[config.mk]
export PLATFORM = sky130hd
export DESIGN_NAME = ks_vandana_fp_mul_seq
export DESIGN_NICKNAME = d
export VERILOG_FILES = /design/src/rtl/ks_vandana_fp_mul_seq.sv
export SDC_FILE = /design/constraint.sdc
export NUM_CORES = 1
export LEC_CHECK = 0
export CORE_UTILIZATION = 55
export DETAILED_ROUTE_END_ITERATION = 8
export PLACE_DENSITY_LB_ADDON = 0.3
export SKIP_CTS_REPAIR_TIMING = 1
export SLEW_MARGIN = 10
export SYNTH_ARGS = -nofsm -noshare
export SYNTH_HDL_FRONTEND = slang
export SYNTH_SLANG_ARGS = --single-unit
[constraint.sdc]
create_clock -name clk -period 5.4 [get_ports clk]
set_input_delay 1.35 -clock clk [delete_from_list [all_inputs] [get_ports clk]]
set_output_delay 1.35 -clock clk [all_outputs]
set_load 0.02 [all_outputs]
[src/rtl/ks_vandana_fp_mul_seq.sv]
// Iterative IEEE-754 single multiplier: shift-add mantissa product, RADIX_BITS multiplier bits per cycle.
// Result in 24/RADIX_BITS+1 cycles (1 for a zero operand); holds c in DONE until out_ready.
module ks_vandana_fp_mul_seq #(
  parameter int RADIX_BITS = 1
) (
  input  logic        clk,
  input  logic        rst,
  input  logic [31:0] a1,
  input  logic [31:0] b1,
  input  logic        in_valid,
  output logic        in_ready,
  output logic [31:0] c,
  output logic        out_valid,
  input  logic        out_ready
);

  localparam int STEPS = 24 / RADIX_BITS;
  localparam logic [4:0] LAST = 5'(STEPS - 1);

  typedef enum logic [1:0] {IDLE, MUL, NORM, DONE} state_t;

  state_t      state, state_nx;
  logic        s_r;
  logic [7:0]  ea_r, eb_r;
  logic        zero_r;
  logic [47:0] ma_sh;
  logic [23:0] mb_sh;
  logic [47:0] prod;
  logic [4:0]  cnt;

  logic        accept;
  logic        zero_in;
  logic [47:0] pp;
  logic [22:0] mant_nx;
  logic [7:0]  e_nx;

  assign in_ready  = (state == IDLE);
  assign out_valid = (state == DONE);
  assign accept    = in_valid && in_ready;
  assign zero_in   = (a1[30:0] == 31'd0) || (b1[30:0] == 31'd0);

  // ma_sh already carries the R*cnt shift, so each digit product lands in place.
  assign pp      = ma_sh * {{(48-RADIX_BITS){1'b0}}, mb_sh[RADIX_BITS-1:0]};
  assign mant_nx = prod[47] ? prod[46:24] : prod[45:23];
  assign e_nx    = ea_r + eb_r - 8'd127 + {7'd0, prod[47]};

  always_ff @(posedge clk) begin
    if (rst) state <= IDLE;
    else     state <= state_nx;
  end

  always_comb begin
    state_nx = state;
    case (state)
      IDLE: if (accept) state_nx = zero_in ? NORM : MUL;
      MUL:  if (cnt == LAST) state_nx = NORM;
      NORM: state_nx = DONE;
      DONE: if (out_ready) state_nx = IDLE;
      default: state_nx = IDLE;
    endcase
  end

  always_ff @(posedge clk) begin
    if (rst) begin
      s_r    <= 1'b0;
      ea_r   <= 8'd0;
      eb_r   <= 8'd0;
      zero_r <= 1'b0;
      ma_sh  <= 48'd0;
      mb_sh  <= 24'd0;
      prod   <= 48'd0;
      cnt    <= 5'd0;
      c      <= 32'd0;
    end else begin
      case (state)
        IDLE: if (accept) begin
          s_r    <= a1[31] ^ b1[31];
          ea_r   <= a1[30:23];
          eb_r   <= b1[30:23];
          zero_r <= zero_in;
          ma_sh  <= {24'd0, 1'b1, a1[22:0]};
          mb_sh  <= {1'b1, b1[22:0]};
          prod   <= 48'd0;
          cnt    <= 5'd0;
        end
        MUL: begin
          prod  <= prod + pp;
          ma_sh <= ma_sh << RADIX_BITS;
          mb_sh <= mb_sh >> RADIX_BITS;
          cnt   <= cnt + 5'd1;
        end
        NORM: c <= zero_r ? {s_r, 31'd0} : {s_r, e_nx, mant_nx};
        default: ;
      endcase
    end
  end

endmodule

==> results of run 1 <==
power groups by stage:
stage               registers (mW)  logic (mW)  clock network, mW
finish                        1.66        1.26               1.20
detailed placement            1.68        1.25                  0
CTS                           1.66        1.26               1.22
floorplan                     1.63       0.964                  0
global route                  1.69        1.40               1.27
global placement              1.68        1.23                  0
kinds of logic (layout without fill, tap and decap cells):
| kind of cell | after synthesis | count (layout) | share of synthesized area |
|---|---|---|---|
| muxes | 49 | 49 | 0.0522 |
| xor gates and xnor gates | 56 | 56 | 0.0493 |
| AOI/OAI and AO/OA | 341 | 341 | 0.228 |
| and+or+nand+nor | 403 | 403 | 0.187 |
| buffers and inverters | 100 | 164 | 0.0396 |
| DFF | 177 | 177 | 0.356 |
| adders and majority gates | 68 | 68 | 0.0871 |
area by class of cell:
| class | instances | area (sq um) |
|---|---|---|
| inverters | 22 | 82.6 |
| clock inverters | 13 | 128 |
| flip-flops and latches | 177 | 3540 |
| well taps | 225 | 282 |
| repair buffers | 110 | 1080 |
| clock buffers | 19 | 433 |
| fillers | 1455 | 5910 |
| multi-input cells | 917 | 6020 |
worst paths after layout:
path,from,endpoint,slack [ns],cells past startpoint
setup reg to reg,mb_sh[0]$_SDFFE_PP0P_,prod[47]$_SDFFE_PP0P_,1.59,12
hold / removal,eb_r[4]$_SDFFE_PP0P_,eb_r[4]$_SDFFE_PP0P_,0.47,2
hold reg to reg,eb_r[4]$_SDFFE_PP0P_,eb_r[4]$_SDFFE_PP0P_,0.47,2
setup / recovery,mb_sh[0]$_SDFFE_PP0P_,prod[47]$_SDFFE_PP0P_,1.59,12
routing by layer:
layer  global-route usage  vias to the layer above  part of all wire
met2                0.418                      277              0.46
met3               0.0477                       32             0.049
met4               0.0722                        0             0.015
li1                     -                     4405                 -
met1                0.366                     4093              0.48
met5                    0                        -                 0
cell usage after synthesis, drive strengths merged (24+ instances only):
cell type / instances
clkbuf: 66
a21oi: 76
ha: 66
nor2: 157
xnor2: 31
and2: 52
xor2: 25
o21ai: 46
o22ai: 24
nand2: 88
mux2i: 26
nor3: 38
a21o: 27
a211oi: 29
dfxtp: 177
a22oi: 78
per-stage QoR:
stage / worst slack [ns] / hold WS [ns] / power (mW) / area (sq um)
floorplan: 2.44 / 0.432 / 2.59 / 9940
global placement: 1.79 / 0.448 / 2.90 / 11000
detailed placement: 1.68 / 0.457 / 2.93 / 11000
CTS: 1.65 / 0.467 / 4.13 / 11600
global route: 1.30 / 0.488 / 4.36 / 11600
finish: 1.59 / 0.467 / 4.12 / 11600
flip-flops by register name, indices dropped and copies added, names as in the netlist:
signal  flops
eb_r        8
ma_sh      48
c          32
s_r         1
zero_r      1
prod       48
cnt         5
ea_r        8
state       2
mb_sh      24
worst max-delay path: stages (launching register included):
cell and delay, ns:
sky130_fd_sc_hd__dfxtp_1 0.94, sky130_fd_sc_hd__and2_1 0.30, sky130_fd_sc_hd__ha_1 0.26, sky130_fd_sc_hd__a211oi_1 0.22, sky130_fd_sc_hd__nor2_1 0.12, sky130_fd_sc_hd__o311ai_1 0.33
sky130_fd_sc_hd__a31oi_1 0.15, sky130_fd_sc_hd__nor2_1 0.37, sky130_fd_sc_hd__o2111ai_2 0.27, sky130_fd_sc_hd__a31oi_2 0.32, sky130_fd_sc_hd__o21bai_2 0.09, sky130_fd_sc_hd__xnor2_1 0.13
sky130_fd_sc_hd__o311ai_2 0.21
layout by cell type (no fill, tap or decap), types with 23 or more instances in the layout:
cell                              synthesis  routed
sky130_fd_sc_hd__mux2_2                  23      23
sky130_fd_sc_hd__and2_1                  50      51
sky130_fd_sc_hd__a21o_1                  27      27
sky130_fd_sc_hd__clkdlybuf4s50_1          0     100
sky130_fd_sc_hd__xnor2_1                 31      31
sky130_fd_sc_hd__o22ai_1                 24      24
sky130_fd_sc_hd__nand2_1                 87      87
sky130_fd_sc_hd__nor3_1                  38      38
sky130_fd_sc_hd__ha_1                    66      66
sky130_fd_sc_hd__o21ai_0                 35      35
sky130_fd_sc_hd__a21oi_1                 76      76
sky130_fd_sc_hd__nor2_1                 157     156
sky130_fd_sc_hd__dfxtp_1                177     177
sky130_fd_sc_hd__a22oi_1                 78      78
sky130_fd_sc_hd__mux2i_1                 26      26
sky130_fd_sc_hd__a211oi_1                29      29
sky130_fd_sc_hd__xor2_1                  25      25
==> results list, run 1 <==
- Status: complete, no violations
* Worst IR drop on VDD: about 0.32 mV
- Most instantiated flip-flop cell in the synthesis netlist: sky130_fd_sc_hd__dfxtp_1
* H-tree lvl count: 4
- Count of endpoints failing hold in the final timing report: 0
- Layout Nets: roughly 1.4k
- For this run, the top clock speed supported by timing is approximately 260 MHz.
- Switching share of power: 0.365
- EDFF count, synth: 0
* Post-DR vias/cell: 5.94
- Fraction of synthesized cell area taken by the top area cell type: 0.356
- Setup violations remaining at the end of the flow were counted as 0.
* Antenna violations before repair: 0
- The floorplan step defined a core boundary enclosing 0.0175 sq mm.
* Max-capacitance violation count: 0
* Worst slew pin tran: about 1.2 ns
- Drt initial violations: about 760
- Of the available clock period, the critical path in the final layout requires 0.706.
- Crit Path Class: reg2reg
* Die footprint: around 0.019 sq mm
- In this run the tightest slew margin relative to its limit is 0.187.
- Vias in the first global route: 8,179
* Largest fanout on the critical path: 35
- STA classifies the critical path endpoint as a flop.
- In this run, CTS created clock tree buffers numbering 17.
- Pre-antenna DRT Iters: 5
* Portion of total power attributed to the clock network: 0.290
* Clock transition at path regs: around 0.07 ns
- The tightest min-delay check is of the reg2reg type.
* Number of cells in the finished layout apart from fillers: 1,483
- Kind of start point of the critical path: flop
* Synth-to-layout area growth: 16.3%
- Cells taking the most area after synthesis: sky130_fd_sc_hd__dfxtp_1 (36%), sky130_fd_sc_hd__ha_1 (8.3%), sky130_fd_sc_hd__nor2_1 (5.9%)
- Die extent in x: around 140 microns
- Of all flip-flops after synthesis, the portion carrying an async set or reset was 0.
* Critical Path AT: 4.15 ns
- Gr ovfl total: 0
- The HPWL after detailed placement is approximately 17,000 microns.
- Across every metal layer, demand over resource in global routing totals 0.264.
- Number of ports placed on the die boundary: 102
* Share of layout cells above drive strength 1: 0.0620
* Mean area per synthesized cell: about 8.3 sq um
- The congestion estimate from routability-driven global placement came to between 0.9 and 1.
- Buffer levels on the longest clock path: 2
* Sum of routed wire length over all layers: between 20,000 and 25,000 microns
- Latest clock arrival within the worst-skew pair: around 0.43 ns
- The share of total power dissipated in combinational logic is 0.306.
- Fin. max-slew vios: 0
- The repair_antennas step left the layout with diodes totalling 0.
* DRC violation count after routing: 0
* Yosys Warn Count: 0
- Number of nets produced by synthesis: between 1k and 1.5k
- The netlist uses 61 different library cells.
* Post-layout utilization of the core: 0.662
- Maximum clock skew at final layout: 0.0107 ns
* Remaining antenna violation count after routing: 0
- Synthesis produced a netlist whose cell count is 1,194.
* Flop and latch count out of synthesis: 177
- Number of cell rows: 48
- In this run, placement finished with an instance count of between 1k and 1.5k.
- TritonCTS built the clock tree.
- For the worst setup path, the data required time is between 5 and 6 ns.
- Input and output buffers added on the ports amount to between 100 and 150.
- Internal power of the cells: around 2.6 mW
* Library cell occupying the most area in the post-synthesis netlist: sky130_fd_sc_hd__dfxtp_1
- For this design the static power due to leakage is 4.71 nW.
* Unrepaired setup endpoints after global routing: no
- Entering global routing, the biggest net connects 84 pins.
- For this design the total switching power over the nets is between 1.5 and 2 mW.
* Portion of the post-synthesis area used by sequential elements: 0.356
* Total power per unit cell area: approximately 360 mW/mm^2
* Number of vias in the routed layout: 8,807
- # clock sinks: between 150 and 200
- Summed over all failing endpoints, the final setup total negative slack is 0 ns.
* Post-layout min period: approximately 3.8 ns
- The first global-routing pass estimated about 40,000 microns of wire.
- DR WL/cell: 16.0 microns
* Initial cell density of the core: 0.569
- Root buffer cell: sky130_fd_sc_hd__clkbuf_16
- Netlist area before placement: approximately 0.0099 sq mm
- Vertical die dimension: roughly 140 microns
* Sequential cell fraction of total power: 0.403
(Power assumes the default switching activity.)
==> inputs of run 2 (changes only) <==
CORE_UTILIZATION = 52   (was 55)
clock period = 3.35 ns   (was 5.4 ns; I/O delays follow)
==> run 2 against run 1 <==
Combinational power up 67%. Final area increased by 1.9%. Sequential power is 60% higher. Sequential cell count did not move. Global-route usage decreased by 0.79 points. Die area up 5.7%. Critical endpoint unchanged. Final cell count increased by 1.8%.
==> results list, run 2 (same netlist as run 1, synthesis figures left out) <==
- The flow ran to the end, and the final reports show no timing, DRC or antenna violations.
- Antenna violations before repair: 0 (unchanged)
- STA classifies the critical path startpoint as a flop.
* Vertical die dimension: 140 microns (+2.8%)
- Critical Path AT: 3.51 ns (-0.64 ns)
* # clock sinks: 177 (unchanged)
- Number of ports placed on the die boundary: 102 (unchanged)
- The worst setup path is of the reg2reg kind.
- Count of endpoints failing hold in the final timing report: 0 (unchanged)
- The clock-pin slew on the worst setup and hold paths is 0.07 ns (about the same).
* First-pass GRT wire length: 41,100 microns (+3.9%)
- Post-route cell area: 0.0118 sq mm (+1.9%)
- TritonCTS built the clock tree.
* Crit path capture type: flop
* Latest clock arrival within the worst-skew pair: 0.44 ns (about the same)
- The net count reported at finish was 1,398 (+1.2%).
- Synth-to-layout area growth: 18.5%
- The clock buffer count from CTS was 17 (unchanged).
* Total area of multi-input combinational cells: 0.00605 sq mm (+0.54%)
* Drt initial violations: 533 (-30%)
- Pre-antenna DRT Iters: 5 (unchanged)
- The pin count of the biggest net entering global routing is 154 (+83%).
* Buffers added on ports: 101 (unchanged)
- The number of remaining DRC errors was 0 (unchanged).
- Depth of the worst register-to-register path: 12 (unchanged)
- The number of global-route vias before repair came to 8,329 (+1.8%).
* WHS Path Cells: 2 (unchanged)
* Die extent in x: 140 microns (+2.8%)
* Period utilisation layout: 0.948 (+0.242)
* Number of vias in the routed layout: 8,797 (-0.11%)
* Worst slew slack as a fraction of its limit: 0.153 (-0.0335)
- The HPWL after detailed placement came to 17,600 microns (+4.8%).
- Hold endpoint: eb_r[5]$_SDFFE_PP0P_
* Most common library cell in the layout ignoring fill and taps: sky130_fd_sc_hd__dfxtp_1
- Maximum clock skew at final layout: 0.00941 ns (-0.00133 ns)
* CP required: 3.69 ns (-2.04 ns)
- The number of placement rows came to 50 (+4.2%).
- Max-capacitance violation count: 0 (unchanged)
- The total count of max-transition violations in the final report was 0 (unchanged).
- Peak clock frequency supported by timing: 315 MHz (+20%)
* Total routing usage reported by global routing: 0.256 (-0.00789)
* H-tree lvl count: 4 (unchanged)
- Sum of negative setup slack: 0 ns (unchanged)
* Share of layout cells above drive strength 1: 0.0800 (+0.0180)
- Post-DR vias/cell: 5.83 (-1.8%)
- The number of diodes is 0 (unchanged).
- The maximum ir drop on the vdd rail is 0.498 mV (+55%).
* Total power per unit cell area: 574 mW/mm^2 (+61%)
* Reg-to-reg setup timing slack: 0.17 ns (-1.42 ns)
* Worst slew pin tran: 1.27 ns (+0.0502 ns)
- The routed length per placed instance came to 16.2 microns (+1.9%).
- Total cell area at the placement stage: 0.0112 sq mm (+1.4%)
- In this run the most critical hold path is launched from eb_r[5]$_SDFFE_PP0P_.
- The register cell area after layout came to 0.00355 sq mm (+0.11%).
- The number of antenna-violating nets in the routed design was 0 (unchanged).
- Initial cell density of the core: 0.532 (-0.0374)
- Count of filler cells inserted in the layout: 1,633 (+12%)
- Largest fanout on the critical path: 20 (-43%)
- Post-layout min period: 3.18 ns (-0.635 ns)
* Gr ovfl total: 0 (unchanged)
- The leakage power total was 4.81 nW (+2.1%).
* Sum of routed wire length over all layers: 24,500 microns (+3.6%)
- Buffer levels on the longest clock path: 2 (unchanged)
- Clock tree synthesis selected as its root buffer the cell sky130_fd_sc_hd__clkbuf_16.
- Biggest registers after layout: ma_sh: 48 flops, prod: 48 flops, c: 32 flops
* Power consumption: 6.76 mW (+64%)
- Unrepaired setup endpoints after global routing: no
- RePlAce Congestion: 1.00 (+9.4%)
* RR Endpoint: prod[47]$_SDFFE_PP0P_
- The die area was 0.0197 sq mm (+5.7%).
- The worst register-to-register path begins at mb_sh[0]$_SDFFE_PP0P_.
* Setup violation total in the final timing report: 0 (unchanged)
- The top cell types in the final layout, fill and taps aside, are sky130_fd_sc_hd__dfxtp_1 (176), sky130_fd_sc_hd__nor2_1 (156), sky130_fd_sc_hd__clkdlybuf4s50_1 (100).
- The core outline area is 0.0187 sq mm (+7.0%).
* Tightest Hold Check Type: reg2reg
-- run 2: changes by cell type in the layout (fill, tap and decap cells not counted), sizes merged --
cell | before | now
clkinv | 5 | 6
clkbuf | 19 | 18
buf | 10 | 27
bufinv | 1 | 2
inv | 27 | 26
-- run 2: report_power, final --
part	internal (mW)	leakage, nW	switching (mW)
Sequential	2.42	1.44	0.242
Combinational	0.793	3.08	1.31
Clock	1.13	0.288	0.871
Total	4.34	4.81	2.42
-- run 2: how the worst max path moves through the flow --
stage	start	to	slack, ns	cells after the start
2_1_floorplan	mb_sh[0]$_SDFFE_PP0P_	prod[38]$_SDFFE_PP0P_	0.39	14
3_3_place_gp	mb_sh[0]$_SDFFE_PP0P_	prod[43]$_SDFFE_PP0P_	-0.01	13
3_5_place_dp	mb_sh[0]$_SDFFE_PP0P_	prod[47]$_SDFFE_PP0P_	-0.07	13
4_1_cts	mb_sh[0]$_SDFFE_PP0P_	prod[47]$_SDFFE_PP0P_	-0.10	13
5_1_grt	mb_sh[0]$_SDFFE_PP0P_	prod[43]$_SDFFE_PP0P_	0.02	12
6_report	mb_sh[0]$_SDFFE_PP0P_	prod[47]$_SDFFE_PP0P_	0.17	12
-- run 2: cell type report --
type                            instances  area share
Inverter                               22     0.00701
Clock buffer                           18      0.0373
Sequential cell                       177       0.301
Timing Repair Buffer                  127       0.104
Multi-Input combinational cell        917       0.514
Clock inverter                         14      0.0128
Tap cell                              234      0.0248
-- run 2: routing by layer --
layer  track usage  vias up  wire length, microns
met5             0        -                     0
met3        0.0438       34                  1040
li1              -     4454                     -
met2         0.422      217                 11500
met1         0.342     4092                 11600
met4        0.0792        0                   414
-- run 2: through the flow --
step / hold slack, ns / utilization / cells / setup WS, ns
final: 0.466 / 0.630 / 1509 / 0.173
after floorplan: 0.432 / - / 1194 / 0.385
after detailed placement: 0.454 / 0.596 / 1477 / -0.0724
after global routing: 0.478 / 0.630 / 1509 / 0.0156
after global placement: 0.445 / 0.596 / 1477 / -0.00994
after CTS: 0.465 / 0.628 / 1509 / -0.103
-- run 2: critical path, cell delays in order (launching register included) --
cell and delay (ns):
sky130_fd_sc_hd__dfxtp_4 0.41, sky130_fd_sc_hd__buf_4 0.18, sky130_fd_sc_hd__and2_1 0.13, sky130_fd_sc_hd__ha_1 0.42, sky130_fd_sc_hd__nand2_2 0.11, sky130_fd_sc_hd__nor2_1 0.21, sky130_fd_sc_hd__o21bai_1 0.16, sky130_fd_sc_hd__or4_4 0.52
sky130_fd_sc_hd__o2111ai_4 0.29, sky130_fd_sc_hd__a31oi_2 0.16, sky130_fd_sc_hd__o21bai_2 0.16, sky130_fd_sc_hd__xnor2_1 0.10, sky130_fd_sc_hd__o311ai_2 0.23
